--- src/rtl/dds_pkg.sv ---
// Shared types and constants for the DDS sequencer: FSM states, CTRL bit
// positions, register indices and the burst-completion rule.
package dds_pkg;

  typedef enum logic [1:0] {
    IDLE = 2'd0,
    RUN  = 2'd1,
    HOLD = 2'd2,
    DONE = 2'd3
  } dds_state_e;

  localparam int CTRL_ENABLE     = 0;
  localparam int CTRL_CONTINUOUS = 1;
  localparam int CTRL_PHASE_CLR  = 2;

  localparam int REG_CTRL   = 0;
  localparam int REG_DATA   = 1;
  localparam int REG_CLKDIV = 2;
  localparam int REG_STAT   = 3;
  localparam int REG_LNGTH  = 4;

  // A finite burst is over once the accepted count has reached the length.
  function automatic logic burst_complete(input logic        continuous,
                                          input logic [31:0] count,
                                          input logic [31:0] lngth);
    return (!continuous) && (count >= lngth);
  endfunction

endpackage

--- src/rtl/dds_tick_gen.sv ---
// Sample-rate divider: one tick every div+1 enabled, unfrozen cycles.
module dds_tick_gen
  import dds_pkg::*;
(
  input  logic        clk,
  input  logic        rst,
  input  logic        enable,
  input  logic        freeze,
  input  logic [31:0] div,
  output logic        tick
);

  logic [31:0] cnt_q;
  logic [31:0] cnt_d;

  // Tick decode and next count; a disabled divider always restarts from zero.
  always_comb begin
    cnt_d = cnt_q;
    tick  = enable && !freeze && (cnt_q == div);
    if (!enable) begin
      cnt_d = 32'd0;
    end else if (freeze) begin
      cnt_d = cnt_q;
    end else if (tick) begin
      cnt_d = 32'd0;
    end else begin
      cnt_d = cnt_q + 32'd1;
    end
  end

  // Divider count register.
  always_ff @(posedge clk) begin
    if (rst) begin
      cnt_q <= 32'd0;
    end else begin
      cnt_q <= cnt_d;
    end
  end

endmodule

--- src/rtl/dds_sequencer.sv ---
// DDS burst sequencer: advances a phase accumulator on divided ticks and
// presents each phase/LUT address under a valid/ready handshake.
module dds_sequencer
  import dds_pkg::*;
#(
  parameter int SIG_WIDTH      = 16,
  parameter int PHASE_WIDTH    = 32,
  parameter int LUT_ADDR_WIDTH = 10
) (
  input  logic                      clk,
  input  logic                      rst,
  input  logic [31:0]               i_seq_ctrl_reg,
  input  logic [31:0]               i_seq_data_reg,
  input  logic [31:0]               i_seq_clk_div_reg,
  input  logic [31:0]               i_seq_lngth_reg,
  input  logic                      i_seq_ready,
  output logic                      o_seq_valid,
  output logic [LUT_ADDR_WIDTH-1:0] o_seq_lut_addr,
  output logic [PHASE_WIDTH-1:0]    o_seq_phase,
  output logic [31:0]               o_seq_count,
  output logic                      o_seq_busy,
  output logic                      o_seq_done
);

  dds_state_e             state_q, state_d;
  logic [PHASE_WIDTH-1:0] phase_q, phase_d;
  logic [31:0]            count_q, count_d;
  logic                   valid_q, valid_d;
  logic                   busy_q, busy_d;
  logic                   done_q, done_d;

  logic                   en_s, cont_s, phase_clr_s;
  logic                   accept_s, freeze_s, tick_en_s, tick_s;
  logic [31:0]            count_acc_s;
  logic                   unused_ok;

  assign en_s        = i_seq_ctrl_reg[CTRL_ENABLE];
  assign cont_s      = i_seq_ctrl_reg[CTRL_CONTINUOUS];
  assign phase_clr_s = i_seq_ctrl_reg[CTRL_PHASE_CLR];
  assign unused_ok   = ^{i_seq_ctrl_reg[31:3], 1'(SIG_WIDTH > 0)};

  assign accept_s    = valid_q && i_seq_ready;
  // A presented but unaccepted sample must not be overwritten by a new tick.
  assign freeze_s    = valid_q && !i_seq_ready;
  assign tick_en_s   = (state_q == RUN) || (state_q == HOLD);
  assign count_acc_s = count_q + {31'd0, accept_s};

  dds_tick_gen u_tick_gen (
    .clk    (clk),
    .rst    (rst),
    .enable (tick_en_s),
    .freeze (freeze_s),
    .div    (i_seq_clk_div_reg),
    .tick   (tick_s)
  );

  // Next-state, datapath and registered-output decode.
  always_comb begin
    state_d = state_q;
    phase_d = phase_q;
    count_d = count_q;
    valid_d = valid_q;
    case (state_q)
      IDLE: begin
        valid_d = 1'b0;
        if (phase_clr_s) begin
          phase_d = '0;
        end else begin
          phase_d = phase_q;
        end
        if (en_s) begin
          state_d = RUN;
          count_d = 32'd0;
        end else begin
          state_d = IDLE;
        end
      end
      RUN, HOLD: begin
        count_d = count_acc_s;
        if (freeze_s) begin
          state_d = HOLD;
        end else if (!en_s) begin
          state_d = IDLE;
          valid_d = 1'b0;
        end else if (burst_complete(cont_s, count_acc_s, i_seq_lngth_reg)) begin
          state_d = DONE;
          valid_d = 1'b0;
        end else begin
          state_d = RUN;
          if (tick_s) begin
            valid_d = 1'b1;
            phase_d = phase_q + i_seq_data_reg[PHASE_WIDTH-1:0];
          end else begin
            valid_d = 1'b0;
          end
        end
      end
      DONE: begin
        valid_d = 1'b0;
        if (!en_s) begin
          state_d = IDLE;
        end else begin
          state_d = DONE;
        end
      end
      default: begin
        state_d = IDLE;
        valid_d = 1'b0;
      end
    endcase
    busy_d = (state_d == RUN) || (state_d == HOLD);
    done_d = (state_d == DONE);
  end

  // State, datapath and status registers.
  always_ff @(posedge clk) begin
    if (rst) begin
      state_q <= IDLE;
      phase_q <= '0;
      count_q <= 32'd0;
      valid_q <= 1'b0;
      busy_q  <= 1'b0;
      done_q  <= 1'b0;
    end else begin
      state_q <= state_d;
      phase_q <= phase_d;
      count_q <= count_d;
      valid_q <= valid_d;
      busy_q  <= busy_d;
      done_q  <= done_d;
    end
  end

  assign o_seq_valid    = valid_q;
  assign o_seq_lut_addr = phase_q[PHASE_WIDTH-1 -: LUT_ADDR_WIDTH];
  assign o_seq_phase    = phase_q;
  assign o_seq_count    = count_q;
  assign o_seq_busy     = busy_q;
  assign o_seq_done     = done_q;

endmodule

--- config.mk ---
export PLATFORM = sky130hd
export DESIGN_NAME = dds_sequencer
export DESIGN_NICKNAME = d
export VERILOG_FILES = /design/src/rtl/dds_pkg.sv /design/src/rtl/dds_tick_gen.sv /design/src/rtl/dds_sequencer.sv
export SDC_FILE = /design/constraint.sdc
export NUM_CORES = 1
export LEC_CHECK = 0
export BUFFER_PORTS_ARGS = -buffer_cell sky130_fd_sc_hd__buf_2
export CAP_MARGIN = 0
export CORE_AREA = 8 8 143 145
export DETAILED_ROUTE_END_ITERATION = 8
export DIE_AREA = 0 0 151 153
export PLACE_DENSITY = 0.74
export SLEW_MARGIN = 20
export SYNTH_ARGS = -nofsm -noshare
export SYNTH_HDL_FRONTEND = slang
export SYNTH_SLANG_ARGS = --single-unit
--- constraint.sdc ---
create_clock -name clk -period 5 [get_ports clk]
set_input_delay 1 -clock clk [delete_from_list [all_inputs] [get_ports clk]]
set_output_delay 1 -clock clk [all_outputs]
set_load 0.05 [all_outputs]
==> impl_metrics.ini <==
[grt]
gr-total-overflow = 0
grt_use_total = 0.1839
grt_pass1_vias = 7166
antenna_found_initial = 1
grt_first_pass_wirelength_um = 34960
grt_max_degree = 40

[job]
drv_cap = 0

[worst_setup_path]
r2r_cells = 21
worstSetupEndpointType = flip-flop
arrival_ns = 5.16
worstReg2RegEnd = o_seq_phase[16]
reg2reg_setup_slack_ns = 0.45
cp-startpoint = i_seq_ready
critPathMaxFanout = 5
start_kind = input port
reg2reg_from = o_seq_valid
path_class = input port to flip-flop
crit_required_ns = 5.27

[floorplan]
dieArea_um2 = 23100
core_area_um2 = 18270
rows = 50
start_util = 0.4075
die_w_um = 151
ioPinCount = 208
die_h_um = 153

[sta]
setup_violations = 0
max_freq_mhz = 204.6
finClkSkew_ns = 0.01338
fin_crit_ns = 4.887
worst_pin_slew_ns = 0.8497
finalHoldViolCount = 0
setup-tns-final_ns = 0
timing.final.crit_share = 0.9775
max_slew_margin = 0.4283
drv_slew = 0
rsz0062_at_grt = true

[route]
top_layer = met5
vias_per_cell = 5.349
wl_um = 21590
met3WireLength_um = 1294
first_pass_iters = 4
drc = 0
wl_met2_um = 10130
wl_met1_um = 9658
drt_iter0_drc = 375
via_count = 7376
ant_nets = 0
wire_per_inst_um = 15.66

[logic_synthesis]
synth_top_family_by_area = simple AND/OR/NAND/NOR gates
avgSynthCellArea_um2 = 7.812
synth_top_area_frac = 0.2716
synth_cells = 953
synthXorXnorAreaFrac = 0.1376
synth-main-ff-cell = dfxtp_1
synth_nets = 1154
async_flop_share = 0
yosys.cell_count.top_type = dfxtp_1
ys_ff_latch = 101
yosysUniqueCellTypes = 59
synthMuxAreaShare = 0
synth_edf_count = 0
yosys.area_share.simple = 0.2393
synth_compound_area_frac = 0.1768
synthAdderAreaFrac = 0.1187
netlist_area_um2 = 7445
synth_common_cells = 101 x dfxtp_1, 100 x nor2_1, 82 x nand2_1
yosys.area.top_type = dfxtp_1
synth_area_leaders = dfxtp_1 27%, ha_1 12%, xnor2_1 7.8%, xor2_1 6.0%, a21oi_1 5.2%
ys_warn_count = 0
ys_seq_area_frac = 0.2716

[place]
dp_cells = 1362
io_buffers = 178
hpwl_um = 16930
placed_cell_area_um2 = 8815
place_congestion = 0.8969

[hold_path]
min-delay-start = o_seq_phase[9]
hold_depth = 2
hold-path-endpoint = o_seq_phase[9]
hp-class = flip-flop to flip-flop

[run_status]
status = complete, no violations

[clock_tree]
cts.sinks = 101
clk_latency_ns = 0.35
ctsLongestPathBuffers = 2
cts_buffers = 9
cts_tree = yes
cts-root-buf = clkbuf_16
clk_pin_slew_worst_paths_ns = 0.07
htree_num_levels = 3

[power_and_ir_drop]
p_leak_uw = 0.004210
p_per_area_nw_per_um2 = 198.7
irDropWorstVdd_mv = 0.1397

[cells_and_area]
final_cells = 1379
diodes = 0
stdcell_area_um2 = 9196
nNetsFinal = 1341
area_growth_pct = 23.53
drive_gt1_frac = 0.2358
==> worst max-delay path, cell delays in order <==
cell      delay, ns
buf_2          0.09
and2_4         0.14
ha_4           0.14
and2_4         0.15
and4_4         0.22
and4_4         0.22
and3_4         0.19
and3_4         0.19
buf_4          0.13
nand4_1        0.13
xnor2_1        0.17
ha_1           0.33
a21oi_1        0.20
o21ai_0        0.14
a22oi_2        0.22
nand3_2        0.12
o21bai_4       0.19
buf_4          0.13
a2111o_1       0.40
and2_4         0.17
or4_1          0.39
a21oi_1        0.12
==> registers in the layout (all words and copies together), names as in the netlist <==
| name | count |
|---|---|
| o_seq_count | 32 |
| o_seq_phase | 32 |
| u_tick_gen.cnt_q | 32 |
| state_q | 2 |
| o_seq_busy | 1 |
| o_seq_done | 1 |
| o_seq_valid | 1 |
==> placed cells by master (no fill, tap or decap), drive strengths merged, types with 4 or more instances in the layout <==
cell    netlist  final
nand2        82     82
a22o          6      6
a211oi        7      7
o21ai        46     46
buf          17    221
nor2b        10     10
and2          9      9
and4          4      4
nand2b        8      8
nor4          7      7
inv          50     50
o21bai        6      6
clkbuf       28     11
a31oi         5      5
a21o         11     11
and3         20     20
nand3        53     53
nor2        100    100
dfxtp       101    101
o21a          5      5
ha           69     69
a21oi        78     78
nand4        28     28
xnor2        66     66
nor3         15     15
xor2         51     51
or3           9      9
a22oi        22     22
a311oi        5      5
==> how the worst max path moves through the flow <==
stage / cells after the start / slack [ns] / end
final: 22 / 0.11 / o_seq_phase[16]
after global routing: 22 / -0.13 / o_seq_phase[16]
after CTS: 23 / 0.13 / o_seq_phase[16]
after detailed placement: 22 / -0.36 / o_seq_phase[28]
after global placement: 22 / -0.39 / o_seq_phase[27]
after floorplan: 23 / -0.09 / o_seq_phase[16]
==> power breakdown <==
part,internal (µW),switching [µW]
logic,96.5,148
clock network,454,317
registers,808,3.45
total,1360,468
==> cell type report <==
type / count / area, µm²
repair buffers: 221 / 1217
multi-input cells: 757 / 5150
inverters: 50 / 187.7
well taps: 234 / 292.8
clock inverters: 5 / 83.83
clock buffers: 11 / 242.7
fillers: 1793 / 9071
flip-flops and latches: 101 / 2022
==> metrics by stage <==
step / total power [µW] / util / hold slack, ns / setup slack, ns
global route: 1917 / 0.5034 / 0.4851 / -0.1279
detailed placement: 1070 / 0.4825 / 0.4633 / -0.3631
global placement: 1066 / 0.4824 / 0.4561 / -0.3886
CTS: 1853 / 0.5007 / 0.4730 / 0.1304
floorplan: 975.2 / - / 0.4697 / -0.08923
finish: 1827 / 0.5034 / 0.4722 / 0.1126
==> metal layers <==
metal,vias to the layer above,GRT usage
met5,-,0
met3,34,0.03100
met1,3383,0.2318
li1,3744,-
met2,213,0.3052
met4,2,0.06978
==> timing repair <==
item / in CTS / in global routing
hold buffers: 0 / 0
resized for setup: 1 / 9
setup endpoints to repair: 2 / 32
pin swaps: 0 / 5
buffers inserted: 0 / 1
hold endpoints to repair: 0 / 0
gates cloned: 0 / 0
==> cell families after synthesis <==
family / count (synthesis)
and+or+nand+nor: 360
DFF: 101
adders and majority gates: 70
buffers and inverters: 95
xor gates and xnor gates: 117
AOI/OAI and AO/OA: 210
Power figures use the tool's default switching activity.
